`config.mk`:
```
export PLATFORM = sky130hd
export DESIGN_NAME = serial_frame_tx_flat
export DESIGN_NICKNAME = d
export VERILOG_FILES = /design/src/rtl/serial_frame_tx_if.sv /design/src/rtl/serial_frame_tx.sv /design/src/flat_wrapper.sv
export SDC_FILE = /design/constraint.sdc
export NUM_CORES = 1
export LEC_CHECK = 0
export ABC_AREA = 1
export BUFFER_PORTS_ARGS = -buffer_cell sky130_fd_sc_hd__buf_2
export CORE_ASPECT_RATIO = 1.4
export CORE_MARGIN = 2
export CORE_UTILIZATION = 25
export DETAILED_ROUTE_END_ITERATION = 7
export MAX_ROUTING_LAYER = met4
export REMOVE_ABC_BUFFERS = 1
export SYNTH_ARGS = -nofsm -noshare
export SYNTH_HDL_FRONTEND = slang
export SYNTH_SLANG_ARGS = --single-unit
```
`constraint.sdc`:
```
create_clock -name clk -period 1.1 [get_ports clk]
set_input_delay 0.22 -clock clk [delete_from_list [all_inputs] [get_ports clk]]
set_output_delay 0.22 -clock clk [all_outputs]
set_load 0.005 [all_outputs]
```
`src/rtl/serial_frame_tx_if.sv`:
```
// Handshake and serial-line bundle for serial_frame_tx: the producer drives din/din_valid,
// the transmitter drives the ready flag, the serial line and its strobes.
interface serial_frame_tx_if #(
  parameter int WIDTH = 4
);
  logic [WIDTH-1:0] din;
  logic             din_valid;
  logic             din_ready;
  logic             ser_out;
  logic             shift_en;
  logic             busy;
  logic             frame_done;

  // A word transfers on a rising edge where din_valid and din_ready are both high;
  // din_valid may rise at any time, din_ready never depends on din_valid.
  modport master (
    output din, din_valid,
    input  din_ready, ser_out, shift_en, busy, frame_done
  );

  modport slave (
    input  din, din_valid,
    output din_ready, ser_out, shift_en, busy, frame_done
  );
endinterface

```
`src/rtl/serial_frame_tx.sv`:
```
// Framed MSB-first parallel-to-serial transmitter with a per-bit shift strobe.
// Optional macro PARITY_EN inserts an even-parity bit between the data bits and the stop bit.
module serial_frame_tx #(
  parameter int WIDTH = 4,
  parameter int DIV   = 1
) (
  input  logic                clk,
  input  logic                reset,
  serial_frame_tx_if.slave    bus,
  output logic [2:0]          dbg_state_o
);
  localparam int CW = (DIV > 1) ? $clog2(DIV) : 1;
  localparam int IW = (WIDTH > 1) ? $clog2(WIDTH) : 1;

  if (DIV < 1) begin : g_div_check
    $error("serial_frame_tx: DIV must be at least 1");
  end
  if (WIDTH < 1) begin : g_width_check
    $error("serial_frame_tx: WIDTH must be at least 1");
  end

  typedef enum logic [2:0] {
    S_IDLE   = 3'd0,
    S_START  = 3'd1,
    S_DATA   = 3'd2,
    S_STOP   = 3'd3
`ifdef PARITY_EN
    , S_PARITY = 3'd4
`endif
  } state_t;

  state_t           state_q, state_d;
  logic [CW-1:0]    cnt_q, cnt_d;
  logic [IW-1:0]    idx_q, idx_d;
  logic [WIDTH-1:0] sreg_q, sreg_d;
  logic             ser_q, ser_d;
  logic             shift_q, shift_d;
  logic             busy_q, busy_d;
  logic             done_q, done_d;
  logic             last_cnt;
`ifdef PARITY_EN
  logic             par_q, par_d;
`endif

  assign last_cnt = (cnt_q == CW'(DIV - 1));

  always_comb begin
    state_d = state_q;
    cnt_d   = cnt_q;
    idx_d   = idx_q;
    sreg_d  = sreg_q;
`ifdef PARITY_EN
    par_d   = par_q;
`endif
    if (state_q == S_IDLE) begin
      if (bus.din_valid) begin
        state_d = S_START;
        cnt_d   = '0;
        idx_d   = '0;
        sreg_d  = bus.din;
`ifdef PARITY_EN
        par_d   = ^bus.din;
`endif
      end
    end else begin
      cnt_d = last_cnt ? '0 : cnt_q + CW'(1);
      if (last_cnt) begin
        case (state_q)
          S_START: state_d = S_DATA;
          S_DATA: begin
            sreg_d = sreg_q << 1;
            if (idx_q == IW'(WIDTH - 1)) begin
              idx_d = '0;
`ifdef PARITY_EN
              state_d = S_PARITY;
`else
              state_d = S_STOP;
`endif
            end else begin
              idx_d = idx_q + IW'(1);
            end
          end
`ifdef PARITY_EN
          S_PARITY: state_d = S_STOP;
`endif
          S_STOP:  state_d = S_IDLE;
          default: state_d = S_IDLE;
        endcase
      end
    end
  end

  // Outputs are decoded from the next state so the registered copies line up with the state they describe.
  always_comb begin
    ser_d = 1'b1;
    case (state_d)
      S_START:  ser_d = 1'b0;
      S_DATA:   ser_d = sreg_d[WIDTH-1];
`ifdef PARITY_EN
      S_PARITY: ser_d = par_d;
`endif
      default:  ser_d = 1'b1;
    endcase
    shift_d = (state_d == S_DATA) && (cnt_d == CW'(DIV - 1));
    done_d  = (state_d == S_STOP) && (cnt_d == CW'(DIV - 1));
    busy_d  = (state_d != S_IDLE);
  end

  always_ff @(posedge clk) begin
    if (reset) begin
      state_q <= S_IDLE;
      cnt_q   <= '0;
      idx_q   <= '0;
      sreg_q  <= '0;
      ser_q   <= 1'b1;
      shift_q <= 1'b0;
      busy_q  <= 1'b0;
      done_q  <= 1'b0;
`ifdef PARITY_EN
      par_q   <= 1'b0;
`endif
    end else begin
      state_q <= state_d;
      cnt_q   <= cnt_d;
      idx_q   <= idx_d;
      sreg_q  <= sreg_d;
      ser_q   <= ser_d;
      shift_q <= shift_d;
      busy_q  <= busy_d;
      done_q  <= done_d;
`ifdef PARITY_EN
      par_q   <= par_d;
`endif
    end
  end

  assign bus.din_ready  = (state_q == S_IDLE);
  assign bus.ser_out    = ser_q;
  assign bus.shift_en   = shift_q;
  assign bus.busy       = busy_q;
  assign bus.frame_done = done_q;
  assign dbg_state_o    = state_q;
endmodule

```
`src/flat_wrapper.sv`:
```
// flat-port wrapper written by rule: the top's interface ports become plain ports
module serial_frame_tx_flat 
#(
  parameter int WIDTH = 4,
  parameter int DIV   = 1
)
  (clk, reset, dbg_state_o, bus_din, bus_din_valid, bus_din_ready, bus_ser_out, bus_shift_en, bus_busy, bus_frame_done);
  serial_frame_tx_if #(.WIDTH(WIDTH)) bus_i ();
  input  logic clk;
  input  logic reset;
  output logic [2:0] dbg_state_o;
  input wire logic [$bits(bus_i.din)-1:0] bus_din;
  input wire logic [$bits(bus_i.din_valid)-1:0] bus_din_valid;
  output wire logic [$bits(bus_i.din_ready)-1:0] bus_din_ready;
  output wire logic [$bits(bus_i.ser_out)-1:0] bus_ser_out;
  output wire logic [$bits(bus_i.shift_en)-1:0] bus_shift_en;
  output wire logic [$bits(bus_i.busy)-1:0] bus_busy;
  output wire logic [$bits(bus_i.frame_done)-1:0] bus_frame_done;
  assign bus_i.din = bus_din;
  assign bus_i.din_valid = bus_din_valid;
  assign bus_din_ready = bus_i.din_ready;
  assign bus_ser_out = bus_i.ser_out;
  assign bus_shift_en = bus_i.shift_en;
  assign bus_busy = bus_i.busy;
  assign bus_frame_done = bus_i.frame_done;
  serial_frame_tx #(.WIDTH(WIDTH), .DIV(DIV)) u_core (.clk(clk), .reset(reset), .bus(bus_i), .dbg_state_o(dbg_state_o));
endmodule
```
Word-level counts from Yosys, hierarchy flattened
Cells that the tools add are included.
{"block": "op_classes", "addsub": 2, "eq_ne": 8, "mux": 18, "bitwise_logic": 1, "n_reduce_logical": 6}
{"cell": "two-way mux 4 bit", "count": 4}
{"cell": "two-way mux 3 bit", "count": 4}
{"cell": "two-way mux 2 bit", "count": 5}
{"cell": "== test 3 x 2 -> 1 bit (second input constant)", "count": 3}
{"cell": "== test 3 x 1 -> 1 bit (second input constant)", "count": 2}
{"cell": "case mux 3 bit (2 select lines)", "count": 1}
{"cell": "inequality test 2 bit (second input constant)", "count": 2}
{"cell": "zero test 3 bit", "count": 1}
{"cell": "two-way mux 1 bit", "count": 3}
{"cell": "AND reduction 3 bit", "count": 1}
{"cell": "nonzero test 3 bit", "count": 1}
{"cell": "adder 2 x 1 -> 2 bit (second input constant)", "count": 1}
{"cell": "== test 2 bit (second input constant)", "count": 1}
{"cell": "logical AND 1 bit", "count": 2}
{"cell": "case mux 1 bit (2 select lines)", "count": 1}
{"cell": "nonzero test 2 bit", "count": 1}
{"cell": "adder 1 bit (second input constant)", "count": 1}
{"cell": "NOT 1 bit", "count": 1}
{"block": "totals", "ff_bits": 14, "inputBits": 7, "out_inout_bits": 8, "elab_cells": 44}

Depth between registers and ports, before layout
Gate-level depths: netlist of the first run.
{"block": "depth", "word_depth": 7, "ltp_mapped": 8, "mapped_depth_nobuf": 8}

Least setup slack after synthesis of the first run
No wires, ideal clock.
{"block": "synth_path", "path_type": "reg2reg", "from": "register u_core.idx_q[0]", "to": "register u_core.busy_q (netlist: u_core.bus.busy)", "setup_time_ps": 120, "t_arrival_ps": 1060, "required_ps": 980, "slack_ps": -80, "stages_incl_launch_ff": 9, "path_buffers": 0, "synth_period_minus_slack_ps": 1180, "cell_sequence": "dfxtp_1 -> ha_1 -> nand3_1 -> nand2_1 -> nand2_1 -> nand2_2 -> nand2_1 -> nand2_2 -> or2_1"}
{"block": "synth_between", "elab_chain_cells": 6}
{"element": "start: declaration", "line_no": "serial_frame_tx.sv:34", "rtl": "logic [IW-1:0] idx_q, idx_d;"}
{"element": "start signal: assignment", "line_no": "serial_frame_tx.sv:125", "rtl": "idx_q <= idx_d;"}
{"element": "== test 2 bit", "line_no": "serial_frame_tx.sv:72", "rtl": "if (idx_q == IW'(WIDTH - 1)) begin"}
{"element": "two-way mux 3 bit", "line_no": "serial_frame_tx.sv:72"}
{"element": "case mux 3 bit (2 select lines)", "line_no": "serial_frame_tx.sv:68", "rtl": "case (state_q)"}
{"element": "two-way mux 3 bit", "line_no": "serial_frame_tx.sv:67", "rtl": "if (last_cnt) begin"}
{"element": "two-way mux 3 bit", "line_no": "serial_frame_tx.sv:55", "rtl": "if (state_q == S_IDLE) begin"}
{"element": "nonzero test 3 bit", "line_no": "serial_frame_tx.sv:106", "rtl": "busy_d = (state_d != S_IDLE);"}
{"element": "end signal: assignment", "line_no": "serial_frame_tx.sv:129", "rtl": "busy_q <= busy_d;"}
{"element": "end: declaration", "line_no": "serial_frame_tx.sv:38", "rtl": "logic busy_q, busy_d;"}
Every way passes these cells.
A chain may end at the register's enable or synchronous reset.

Worst setup path in the final report of the first run
{"block": "layout_path", "from": "register u_core.state_q[2] (netlist: u_core.dbg_state_o[2])", "to": "output bus_din_ready"}
{"block": "layout_between", "elab_chain_cells": 1}
{"element": "start: declaration", "line_no": "serial_frame_tx.sv:32", "rtl": "state_t state_q, state_d;"}
{"element": "start signal: assignment", "line_no": "serial_frame_tx.sv:123", "rtl": "state_q <= state_d;"}
{"element": "zero test 3 bit", "line_no": "serial_frame_tx.sv:137", "rtl": "assign bus.din_ready = (state_q == S_IDLE);"}
{"element": "end: declaration", "line_no": "flat_wrapper.sv:14", "rtl": "output wire logic [$bits(bus_i.din_ready)-1:0] bus_din_ready;"}
Every way passes these cells.

==> metrics.cfg, run 1 <==
[status]
status = finished with violations
violations = setup timing

[sta]
skew_ns = 0.001426
finalHoldViolCount = 0
slew_violations = 0
period_needed_ns = 1.252
tightest_slew_ns = 0.1943
rsz0062_at_grt = yes
slew_headroom_pct = 87.00
finalCritPeriodShare_pct = 113.9
timing.final.ws_setup_ns = -0.1525
max_freq_mhz = 798.4
setup_viol = 13

[logic_synthesis]
synth_area_leaders = dfxtp_1 (45%), nand2_1 (13%), nand3_1 (8.0%)
synth_top_area_cell = dfxtp_1
syn_inst = 84
synth-seq-cells = 14
yosysSeqAreaShare_pct = 44.80
netlist_area_sq_um = 625.6
ys_types = 21
synth_top_cell_area_share_pct = 44.80
ys_warn_count = 0
synth.avg_cell_area_sq_um = 7.448

[clock_network]
cts_max_path_buffers = 2
cts_buffers = 3
postCtsHoldBufs = 0
cts_tree = yes
cts_sinks = 14
cts.htree.levels = 1
clk_latency_ns = 0.28
clock-root-buffer = clkbuf_4
path_clk_slew_ns = 0.08

[detailed_routing]
ant_nets = 0
vias_per_cell = 4.503
vias = 680
drt-total-wl_um = 1662
wl_per_cell_um = 11.01
drtIter0Drc = 5
drc = 0
drt_first_pass_iters = 4

[setup_path]
critPathBufInv = 3
cp_cell_sequence = inv_2 -> nand2_2 -> nor2_4 -> buf_6 -> buf_6
slowest_delay_ns = 0.34
startpoint = u_core.dbg_state_o[2]
slowest_stage = dfxtp_2
critPathTopFamily = flip-flops
critPathArrivalTime_ns = 1.03
cp-end-kind = output port
start_kind = flip-flop
r2r-start = u_core.dbg_state_o[2]
path_common_cell = buf_6
crit_type = flip-flop to output port
required_ns = 0.88
crit_fanout = 2

[layout]
finalNetCount = 126
final_cells = 151
antenna_cells = 0
area_delta_synth_final_pct = 65.80
drive_gt1_share_pct = 60.68
nFillCells = 234

[global_routing]
grt_pass1_vias = 676
grtUsageTotal_pct = 13.42
grt_max_degree = 9
overflow = 0
antenna_found_initial = 0
grt_pass1_wl_um = 2808

[floorplanning]
num_rows = 21
die_h_um = 63.19
start_util_pct = 26.16
io_pins = 15
design.die.area_sq_um = 2924
die_x_um = 46.28
core_area_sq_um = 2391

[power_and_ir_drop]
leakagePower_nw = 0.4769
powerDensity_nw_per_um2 = 1186
ir_drop_mv = 0.9063

[flow_run]
max_cap_viol_count = 0

[min_path]
hp-start = reset
hold_class = input port to flip-flop

[placed_design]
place_inst = 140
detailed_place_hpwl_um = 1070
portBuffers = 14
place_ws_ns = -0.1284
gp_congestion = 0.8869

timing repair:
| action | 4_1_cts | 5_1_grt |
|---|---|---|
| pin swaps | 8 | 17 |
| cloned | 0 | 0 |
| hold endpoints to repair | 0 | 0 |
| buffers inserted | 6 | 1 |
| setup endpoints to repair | 14 | 16 |
| resized for setup | 25 | 17 |
sequential cells by signal (all words and copies together), names as in the netlist:
| register | cells |
|---|---|
| u_core.sreg_q | 4 |
| u_core.dbg_state_o | 3 |
| u_core.idx_q | 2 |
| u_core.bus.busy | 1 |
| u_core.bus.frame_done | 1 |
| u_core.bus.ser_out | 1 |
| u_core.bus.shift_en | 1 |
| u_core.cnt_q | 1 |
synthesized netlist by cell type, drive strengths merged:
master and number:
nor4 1, nand2 26, a21boi 1, o21bai 1, dfxtp 14, nand3 10, nor3 2, or2 1
o21ai 1, a21oi 4, ha 1, a31oi 2, buf 1, nand4 1, nor2 7, inv 11
routing by layer:
metal / vias up / GRT usage (%) / share of wire, %
met4: 0 / 7.143 / 3.4
met5: - / - / 0
met1: 305 / 13.71 / 35
li1: 339 / - / -
met2: 27 / 21.53 / 55
met3: 9 / 4.585 / 6.6
area by class of cell:
| class | count | area, sq um | area share, % |
|---|---|---|---|
| clock buffers | 4 | 36.28 | 3.498 |
| inverters | 11 | 43.79 | 4.222 |
| multi-input cells | 58 | 404.1 | 38.96 |
| flip-flops and latches | 14 | 289.0 | 27.87 |
| well taps | 34 | 42.54 | 4.101 |
| repair buffers | 30 | 221.5 | 21.35 |
cells in the final DEF (no fill, tap or decap), drive strengths merged:
cell type  count
buf           30
nand2         26
dfxtp         14
inv           11
nand3         10
nor2           7
a21oi          4
clkbuf         4
nor3           2
a31oi          2
o21bai         1
a21boi         1
nand4          1
o21ai          1
nor4           1
or2            1
ha             1
worst reg2reg max path: stages (launching register included):
cell	delay [ns]
dfxtp_2	0.36
inv_2	0.04
nand2_2	0.08
nor2_4	0.04
buf_4	0.15
nand2_4	0.08
nand2_4	0.07
nand2_4	0.06
nand2_2	0.05
or2_1	0.19
per-stage QoR:
step	power (mW)	hold slack (ns)	TNS [ns]	utilization, %	instance area, sq um
2_1_floorplan	0.6814	0.2891	-0.08390	-	620.6
3_3_place_gp	0.7684	0.4462	-0.3789	33.49	800.8
3_5_place_dp	0.7750	0.4606	-0.7101	33.49	800.8
4_1_cts	1.205	0.1599	-0.9440	40.24	962.2
5_1_grt	1.303	0.1629	-1.868	43.38	1037
6_report	1.230	0.1618	-0.9882	43.38	1037
path summary, 6_finish.rpt:
| path | depth (start not counted) | slack (ns) | endpoint |
|---|---|---|---|
| setup / recovery | 5 | -0.15 | bus_din_ready |
| hold reg to reg | 2 | 0.47 | u_core.sreg_q[0] |
| setup reg to reg | 9 | -0.14 | u_core.bus.busy |
| hold / removal | 2 | 0.16 | u_core.bus.frame_done |
power breakdown:
part | leakage (nW) | internal, mW | total, mW | switching [mW]
Sequential | 0.117 | 0.538 | 0.556 | 0.0182
Clock | 0.0210 | 0.202 | 0.371 | 0.170
Combinational | 0.339 | 0.147 | 0.303 | 0.156
Total | 0.477 | 0.887 | 1.23 | 0.343
logic make-up after synthesis:
family,count (synthesis),share of synthesized area [%]
DFF,14,44.80
adders and majority gates,1,2.000
buffers and inverters,12,7.399
and+or+nand+nor,48,36.80
AOI/OAI and AO/OA,9,8.999
Note: power is estimated with default switching activity, not from simulation.
==> run 2: changes to the inputs <==
--- a/config.mk
+++ b/config.mk
@@ -5,7 +5,6 @@
 export SDC_FILE = /design/constraint.sdc
 export NUM_CORES = 1
 export LEC_CHECK = 0
-export ABC_AREA = 1
 export BUFFER_PORTS_ARGS = -buffer_cell sky130_fd_sc_hd__buf_2
 export CORE_ASPECT_RATIO = 1.4
 export CORE_MARGIN = 2
==> metrics.cfg, run 2 <==
[status]
status = finished with violations
violations = setup timing

[sta]
tightest_slew_ns = 0.2976  ; +0.1033 ns
finalHoldViolCount = 0  ; unchanged
timing.final.ws_setup_ns = -0.2023  ; -0.04980 ns
rsz0062_at_grt = yes
setup_viol = 15  ; +2
slew_headroom_pct = 80.08  ; -6.9 points
period_needed_ns = 1.302  ; +0.04980 ns
finalCritPeriodShare_pct = 118.4  ; +4.5 points
slew_violations = 0  ; unchanged
skew_ns = 0.0004559  ; -0.0009706 ns
max_freq_mhz = 767.9  ; -3.8%

[clock_network]
path_clk_slew_ns = 0.08  ; about the same
cts_sinks = 14  ; unchanged
clock-root-buffer = clkbuf_4
clk_latency_ns = 0.28  ; about the same
cts_tree = yes
cts_max_path_buffers = 2  ; unchanged
cts_buffers = 3  ; unchanged
cts.htree.levels = 1  ; unchanged

[flow_run]
max_cap_viol_count = 0  ; unchanged

[logic_synthesis]
syn_inst = 63  ; -25%
ys_types = 22  ; +4.8%
ys_warn_count = 0  ; unchanged
synth_top_cell_area_share_pct = 45.16  ; +0.36 points
ys.flop_type = dfxtp_1
synth.avg_cell_area_sq_um = 9.851  ; +32%
synth_edf_count = 0  ; unchanged
ys_top_cells_by_count = dfxtp_1 (14), nor2_1 (9), a21oi_1 (5), a22oi_1 (5), nor3_1 (5)
synth_area_leaders = dfxtp_1 (45%), nor4b_4 (7.7%), a22oi_1 (6.0%)
yosysSeqAreaShare_pct = 45.16  ; +0.36 points
synth_most_common_cell = dfxtp_1
synth_top_area_cell = dfxtp_1
netlist_area_sq_um = 620.6  ; -0.80%
synthArstFlopShare_pct = 0  ; unchanged
synth-seq-cells = 14  ; unchanged

[setup_path]
cp-end-kind = flip-flop
critPathArrivalTime_ns = 1.47  ; +0.44 ns
start_kind = flip-flop
crit_type = flip-flop to flip-flop
required_ns = 1.27  ; +0.39 ns
crit_fanout = 3  ; +1

[floorplanning]
io_pins = 15  ; unchanged
design.die.area_sq_um = 2903  ; -0.74%
num_rows = 21  ; unchanged
core_area_sq_um = 2365  ; -1.1%
start_util_pct = 26.24  ; +0.079 points
die_x_um = 46.11  ; -0.36%
die_h_um = 62.95  ; -0.38%

[layout]
finalNetCount = 102  ; -19%
antenna_cells = 0  ; unchanged
largest_register_ffs = 4  ; unchanged
fin_util_pct = 40.74  ; -2.6 points
most-common-layout-cells = buf_2 (13), buf_4 (12), dfxtp_1 (9)
nFillCells = 237  ; +1.3%
final_common_cell = buf_2
area_delta_synth_final_pct = 55.24
drive_gt1_share_pct = 58.06  ; -2.6 points
regMostFlops = u_core.sreg_q

[detailed_routing]
vias_per_cell = 5.233  ; +16%
drtIter0Drc = 9  ; +4
wl_met1_um = 635  ; +10%
drt-total-wl_um = 1534  ; -7.7%
met2_length_um = 803  ; -13%
ant_nets = 0  ; unchanged
vias = 607  ; -11%
drt_first_pass_iters = 4  ; unchanged
drc = 0  ; unchanged
wl_met3_um = 67  ; -39%
wl_per_cell_um = 13.22  ; +20%
top_layer = met4

[placed_design]
portBuffers = 14  ; unchanged
gp_congestion = 0.8030  ; -9.5%
detailed_place_hpwl_um = 958.8  ; -10%

[global_routing]
grt_pass1_wl_um = 2504  ; -11%
grt_pass1_vias = 556  ; -18%
grtUsageTotal_pct = 11.93  ; -1.5 points
overflow = 0  ; unchanged
grt_max_degree = 14  ; +5
antenna_found_initial = 0  ; unchanged

[power_and_ir_drop]
ir_drop_mv = 0.6983  ; -23%
powerDensity_nw_per_um2 = 1219  ; +2.8%
leakagePower_nw = 0.4170  ; -13%
power_mw = 1.174  ; -4.6%

[min_path]
hold_class = input port to flip-flop

[run 2: worst paths after layout]
kind                         start               endpoint  slack (ns)  cells after the start
hold reg to reg   u_core.sreg_q[2]       u_core.sreg_q[2]        0.46                      2
hold / removal          bus_din[0]       u_core.sreg_q[0]        0.19                      3
setup reg to reg   u_core.idx_q[1]  u_core.dbg_state_o[0]       -0.20                      5
setup / recovery   u_core.idx_q[1]  u_core.dbg_state_o[0]       -0.20                      5
[run 2: critical path, cell delays in order (launching register included)]
cell	delay [ns]
dfxtp_2	0.35
ha_4	0.15
nor2b_4	0.13
mux2_4	0.26
a22o_1	0.18
nor2b_1	0.12
[run 2: power breakdown]
group | switching [mW] | total [mW] | internal, mW
combinational | 0.108 | 0.250 | 0.142
sequential | 0.0206 | 0.555 | 0.534
clock | 0.168 | 0.370 | 0.201
total | 0.297 | 1.17 | 0.877
[run 2: timing repair]
item | in CTS | in global routing
endpoints found under the hold margin | 0 | 0
cloned | 0 | 0
gates resized for setup | 22 | 5
pin swaps | 8 | 1
hold buffers | 0 | 0
endpoints found under the setup margin | 17 | 17
setup buffers | 5 | 1
[run 2: per-layer routing]
| layer | GRT usage (%) | vias up |
|---|---|---|
| met5 | - | - |
| met4 | 3.929 | 0 |
| met3 | 4.624 | 4 |
| met2 | 18.75 | 16 |
| met1 | 13.43 | 295 |
| li1 | - | 292 |
[run 2: final cells by class]
type	instances	area (sq um)	area share [%]
well taps	23	28.78	2.987
multi-input cells	45	386.6	40.13
flip-flops and latches	14	291.5	30.26
repair buffers	30	220.2	22.86
clock buffers	4	36.28	3.766
[run 2: cells by family after synthesis]
kind of cell	Yosys count	synth area share (%)
multiplexers	1	1.814
buffers and inverters	4	4.032
flip-flops	14	45.16
AND/OR/NAND/NOR	26	27.62
AO/OA/AOI/OAI	17	19.36
adder cells (fa/ha/maj)	1	2.016
[run 2: through the flow]
step	cell area [sq um]	TNS, ns	hold slack, ns	setup slack [ns]	instances
finish	963.4	-1.701	0.1894	-0.2023	116
global route	963.4	-2.745	0.2261	-0.2544	116
CTS	938.4	-1.810	0.1827	-0.1945	115
detailed placement	777.0	-2.440	0.4489	-0.2616	107
global placement	777.0	-1.954	0.4449	-0.2313	107
floorplan	595.6	-2.274	0.2891	-0.3487	59
